File: src/rtl/if_fetch_stage.sv
// IF stage of the 5-stage MIPS pipeline: program counter, instruction-memory
// handshake, one-entry stall buffer and the IF/ID pipeline register.
module if_fetch_stage #(
   parameter int                    WORDLENGTH = 32,
   parameter logic [WORDLENGTH-1:0] RESET_PC   = '0
) (
   input  logic                  clk,
   input  logic                  rst,
   input  logic [1:0]            Branch_taken,
   input  logic                  Flush,
   input  logic [WORDLENGTH-1:0] br_target,
   input  logic [WORDLENGTH-1:0] jump_target,
   input  logic                  Stall,
   output logic                  imem_req,
   output logic [WORDLENGTH-1:0] imem_addr,
   input  logic [WORDLENGTH-1:0] imem_rdata,
   input  logic                  imem_ready,
   output logic [WORDLENGTH-1:0] PC,
   output logic [WORDLENGTH-1:0] IF_ID_instr,
   output logic [WORDLENGTH-1:0] IF_ID_pc4,
   output logic                  IF_ID_valid
);

   typedef enum logic {FETCH, HOLD} state_t;

   state_t                r_state, w_state_nxt;
   logic [WORDLENGTH-1:0] r_pc, w_pc_nxt;
   logic [WORDLENGTH-1:0] r_ibuf, w_ibuf_nxt;
   logic [WORDLENGTH-1:0] r_instr, w_instr_nxt;
   logic [WORDLENGTH-1:0] r_pc4, w_pc4_nxt;
   logic                  r_valid, w_valid_nxt;
   logic [WORDLENGTH-1:0] w_pc_plus4;
   logic [WORDLENGTH-1:0] w_target;
   logic                  w_redirect;

   assign w_pc_plus4 = r_pc + WORDLENGTH'(4);
   assign w_redirect = (Branch_taken == 2'b01) || (Branch_taken == 2'b10);
   assign w_target   = Branch_taken[0] ? br_target : jump_target;

   always_comb begin
      w_state_nxt = r_state;
      w_pc_nxt    = r_pc;
      w_ibuf_nxt  = r_ibuf;
      w_instr_nxt = r_instr;
      w_pc4_nxt   = r_pc4;
      w_valid_nxt = r_valid;
      if (w_redirect) begin
         w_pc_nxt    = w_target;
         w_state_nxt = FETCH;
         w_ibuf_nxt  = '0;
         // The instruction fetched this cycle is on the wrong path; drop it.
         if (Flush || !Stall) begin
            w_instr_nxt = '0;
            w_valid_nxt = 1'b0;
         end
      end else if (Flush) begin
         // PC holds so the current address is simply fetched again.
         w_state_nxt = FETCH;
         w_ibuf_nxt  = '0;
         w_instr_nxt = '0;
         w_valid_nxt = 1'b0;
      end else begin
         unique case (r_state)
            FETCH: begin
               if (imem_ready) begin
                  if (Stall) begin
                     w_ibuf_nxt  = imem_rdata;
                     w_state_nxt = HOLD;
                  end else begin
                     w_instr_nxt = imem_rdata;
                     w_pc4_nxt   = w_pc_plus4;
                     w_valid_nxt = 1'b1;
                     w_pc_nxt    = w_pc_plus4;
                  end
               end else if (!Stall) begin
                  w_instr_nxt = '0;
                  w_valid_nxt = 1'b0;
               end
            end
            HOLD: begin
               if (!Stall) begin
                  w_instr_nxt = r_ibuf;
                  w_pc4_nxt   = w_pc_plus4;
                  w_valid_nxt = 1'b1;
                  w_pc_nxt    = w_pc_plus4;
                  w_state_nxt = FETCH;
               end
            end
            default: w_state_nxt = FETCH;
         endcase
      end
   end

   always_ff @(posedge clk) begin
      if (rst) begin
         r_state <= FETCH;
         r_pc    <= RESET_PC;
         r_ibuf  <= '0;
         r_instr <= '0;
         r_pc4   <= '0;
         r_valid <= 1'b0;
      end else begin
         r_state <= w_state_nxt;
         r_pc    <= w_pc_nxt;
         r_ibuf  <= w_ibuf_nxt;
         r_instr <= w_instr_nxt;
         r_pc4   <= w_pc4_nxt;
         r_valid <= w_valid_nxt;
      end
   end

   assign imem_req    = !rst && (r_state == FETCH);
   assign imem_addr   = r_pc;
   assign PC          = r_pc;
   assign IF_ID_instr = r_instr;
   assign IF_ID_pc4   = r_pc4;
   assign IF_ID_valid = r_valid;

endmodule

File: config.mk
export PLATFORM = sky130hd
export DESIGN_NAME = if_fetch_stage
export DESIGN_NICKNAME = d
export VERILOG_FILES = /design/src/rtl/if_fetch_stage.sv
export SDC_FILE = /design/constraint.sdc
export NUM_CORES = 1
export LEC_CHECK = 0
export CAP_MARGIN = 0
export CORE_MARGIN = 8
export CORE_UTILIZATION = 49
export DETAILED_ROUTE_END_ITERATION = 8
export PLACE_DENSITY = 0.9
export SKIP_CTS_REPAIR_TIMING = 1
export SYNTH_ARGS = -nofsm -noshare
export SYNTH_HDL_FRONTEND = slang
export SYNTH_SLANG_ARGS = --single-unit
File: constraint.sdc
create_clock -name clk -period 4.5 [get_ports clk]
set_clock_uncertainty 0.2 [all_clocks]
set_input_delay 0.675 -clock clk [delete_from_list [all_inputs] [get_ports clk]]
set_output_delay 0.675 -clock clk [all_outputs]
set_load 0.01 [all_outputs]
==> summary.md <==
| Metric | Value |
|---|---|
| Clock sinks | `130` |
| Setup Viol. Count Final | `0` |
| Fin nets | `~1,100` |
| CTS root buf | `clkbuf_16` |
| CTS H-tree lvls | `4` |
| Yosys warning total | `0` |
| Final Cycle Share | `0.698` |
| Core Box Area | `13,100 um^2` |
| Via count | `between 6,000 and 7,000` |
| Pwr Density | `365 nW/um^2` |
| Syn avg cell area | `~7.6 um^2` |
| First-pass GRT wire length | `approximately 36,000 um` |
| # diodes | `0` |
| Most frequent cells in the layout | `231 x clkdlybuf4s50_1, 156 x nand2_1, 129 x dfxtp_1` |
| Top-Level Pins | `roughly 230` |
| Mapped Nets | `958` |
| Leakage | `approximately 0.0031 uW` |
| Flops & latches, synth | `130` |
| R2R depth | `6` |
| Netlist cell types | `62` |
| Hold wc startpoint | `r_ibuf[26]$_SDFFE_PP0P_` |
| Hold path endpoint | `r_ibuf[26]$_SDFFE_PP0P_` |
| FP Rows | `42` |
| Final wirelength | `approximately 23,000 um` |
| DRC viols | `0` |
| Largest family of logic cells by synthesized area | `compound AO/OA/AOI/OAI gates` |
| Post-Synth Adder-Cell Area | `0.00192` |
| Hpwl dp | `16,200 um` |
| Maximum root-to-sink buffer count | `2` |
| Final ANT Viol Nets | `0` |
| Total GRT Usage | `0.255` |
| Delay-heaviest family, CP | `simple AND/OR/NAND/NOR gates` |
| Sum of negative setup slack | `0 ns` |
| Number of global-route vias before repair | `6,755` |
| Initial Util | `0.497` |
| Reg2reg start | `PC[3]$_SDFFE_PP0P_` |
| Worst Path Buf+Inv | `0` |
| # Max-Cap Violations | `0` |
| CTS tree | `yes` |
| Worst R2R Setup Slack | `between 1 and 1.5 ns` |
| Setup CP Type | `reg2reg` |
| Initial antenna violation count | `2` |
| Worst Hold Depth | `2` |
| Placer's final routability congestion estimate | `0.832` |
| Synthesized area | `between 6000 and 7000 um^2` |
| Drt via density | `5.82` |
| Largest net degree at the start of global routing | `60` |
| Worst R2R End | `PC[28]$_SDFFE_PP0P_` |
| Syn-to-layout area delta | `42.8%` |
| Ys async rst share | `0` |
| Layout cell share with drive strength beyond 1 | `0.0692` |
| Non-filler cells, final | `approximately 1,200` |
| DIE HEIGHT | `between 100 and 150 um` |
| GRT Residual Overflow | `0` |
| WP data arrival | `between 3 and 4 ns` |
| Post-Syn Instances | `between 800 and 900` |
| Crit-path max cell delay | `approximately 0.73 ns` |
| Run status | `completed` |
| Final Hold Viols | `0` |
| Critical Path Sink Type | `register` |
| Port bufs | `232` |
| Post-synthesis sequential area ratio | `0.399` |
| Die X | `between 100 and 150 um` |
| Post-synthesis xor/xnor area fraction | `0.0470` |
| Num CTS Buffers | `17` |
| Clk_lat worst skew | `about 0.42 ns` |
| F_max | `318 MHz` |
| WL/cell | `between 15 and 20 um` |
| Post-route minimum period | `between 3 and 4 ns` |
| Post-synthesis mux area share | `0.00652` |
| Main synth FF type | `dfxtp_1` |
| Critical Path RT | `between 4 and 5 ns` |
| Total power | `3410 uW` |
| Unrepaired setup endpoints after global routing | `no` |
| IR drop worst, VDD | `roughly 270 uV` |
| Compound-Gate Fraction of Synth Area | `0.232` |
| Startpoint Class | `register` |
| Placed Instances | `roughly 1,200` |
| Clk slew on worst S/H paths | `0.06 ns` |
| Worst hold path class | `reg2reg` |
| Initial drt markers | `approximately 720` |
| Most common cell after layout, fill and taps aside | `clkdlybuf4s50_1` |
| Critical-path top delay cell | `or4_1` |
| Slew at the pin closest to its max-slew limit | `around 0.89 ns` |
| CP cell instances | `ha_1, nand4_2, or4_1, or4_4, and3_4, o31a_1` |
| DR pass1 iterations | `5` |
| Slew Limit Fails | `0` |
| CP max FO | `7` |
| Max-slew headroom at the worst pin | `0.405` |
| Synth Area in Simple Gates | `0.226` |
| Die ar. | `approximately 17,000 um^2` |
| Post-synth EDFFs | `0` |
-- how the worst max path moves through the flow --
| stage | from | end | slack (ns) | cells past startpoint |
|---|---|---|---|---|
| after floorplan | PC[2]$_SDFFE_PP0P_ | PC[28]$_SDFFE_PP0P_ | 1.67 | 7 |
| after global placement | Branch_taken[1] | IF_ID_pc4[20]$_SDFFE_PP0P_ | 1.18 | 7 |
| after detailed placement | Branch_taken[1] | IF_ID_pc4[12]$_SDFFE_PP0P_ | 1.06 | 7 |
| after CTS | PC[3]$_SDFFE_PP0P_ | PC[28]$_SDFFE_PP0P_ | 1.37 | 6 |
| after global routing | Branch_taken[1] | IF_ID_pc4[15]$_SDFFE_PP0P_ | 1.26 | 7 |
| final | PC[3]$_SDFFE_PP0P_ | PC[28]$_SDFFE_PP0P_ | 1.36 | 6 |
-- tightest hold or removal path, delay by kind of cell, from the launching register on --
family,cells,cell delay [ns]
AND/OR/NAND/NOR,1,0.05
AO/OA/AOI/OAI,1,0.05
flip-flops,1,0.31
-- metal layers --
metal | track usage | part of all wire | vias to the layer above
met5 | 0 | 0.0011 | -
met4 | 0.100 | 0.027 | 4
met3 | 0.0945 | 0.10 | 52
met2 | 0.429 | 0.48 | 378
met1 | 0.286 | 0.39 | 3268
li1 | - | - | 3293
-- area by class of cell --
type,instances,area (um^2)
Clock buffer,19,443
Clock inverter,13,209
Fill cell,1010,3810
Inverter,9,33.8
Multi-Input combinational cell,607,3370
Sequential cell,130,2600
Tap cell,176,220
Timing Repair Buffer,248,2440
-- flip-flops by register name, summed over array words and instances (netlist names) --
register and flops:
IF_ID_instr 32, IF_ID_pc4 32, PC 32, r_ibuf 32
IF_ID_valid 1, r_state 1
-- power breakdown --
part / total [uW] / switching [uW] / internal, uW
Combinational: 583 / 271 / 312
Sequential: 1300 / 97.2 / 1200
Clock: 1520 / 526 / 996
-- kinds of logic (layout without fill, tap and decap cells) --
group,Yosys count,after routing
adder cells (fa/ha/maj),1,1
XOR/XNOR,35,35
flip-flops,130,130
AO/OA/AOI/OAI,233,233
buffers and inverters,117,289
multiplexers,4,4
AND/OR/NAND/NOR,334,334
-- metrics by stage --
stage | util | hold WS, ns | setup slack, ns | instance area (um^2)
CTS | 0.710 | 0.254 | 1.37 | 9320
global route | 0.710 | 0.268 | 1.26 | 9320
detailed placement | 0.660 | 0.247 | 1.06 | 8670
finish | 0.710 | 0.254 | 1.36 | 9320
global placement | 0.660 | 0.242 | 1.18 | 8670
floorplan | - | 0.237 | 1.67 | 6530
-- synthesized netlist by cell type (2+ instances only) --
library cell  count  share of area
a211oi_1         28          0.032
a21oi_1          56          0.043
a221o_1           2         0.0031
a221oi_1          2         0.0027
a22oi_1          36          0.041
a31oi_1           7         0.0067
a32o_1            3         0.0046
and4_1            2         0.0027
buf_2             3         0.0023
buf_4            34          0.039
clkbuf_1         70          0.040
dfxtp_1         130           0.40
inv_1             9         0.0052
mux2_2            2         0.0035
mux2i_1           2         0.0031
nand2_1         156          0.090
nand2b_1          5         0.0048
nand3_1          15          0.012
nand3b_1          2         0.0023
nand4_1           9         0.0086
nor2_1           97          0.056
nor2b_1           2         0.0019
nor3_1           12         0.0092
nor4_1            8         0.0077
o211ai_1          2         0.0023
o21ai_0          47          0.036
o21bai_1          2         0.0023
o221a_2           2         0.0035
o221ai_1          6         0.0081
o22ai_1          18          0.017
o2bb2ai_1         2         0.0027
o31ai_1           5         0.0058
o41ai_1           4         0.0054
or2_2             6         0.0058
or3_1             5         0.0048
or4_1             3         0.0035
or4_4             2         0.0035
xnor2_1          20          0.027
xor2_1           15          0.020
Note: power is estimated with default switching activity, not from simulation.
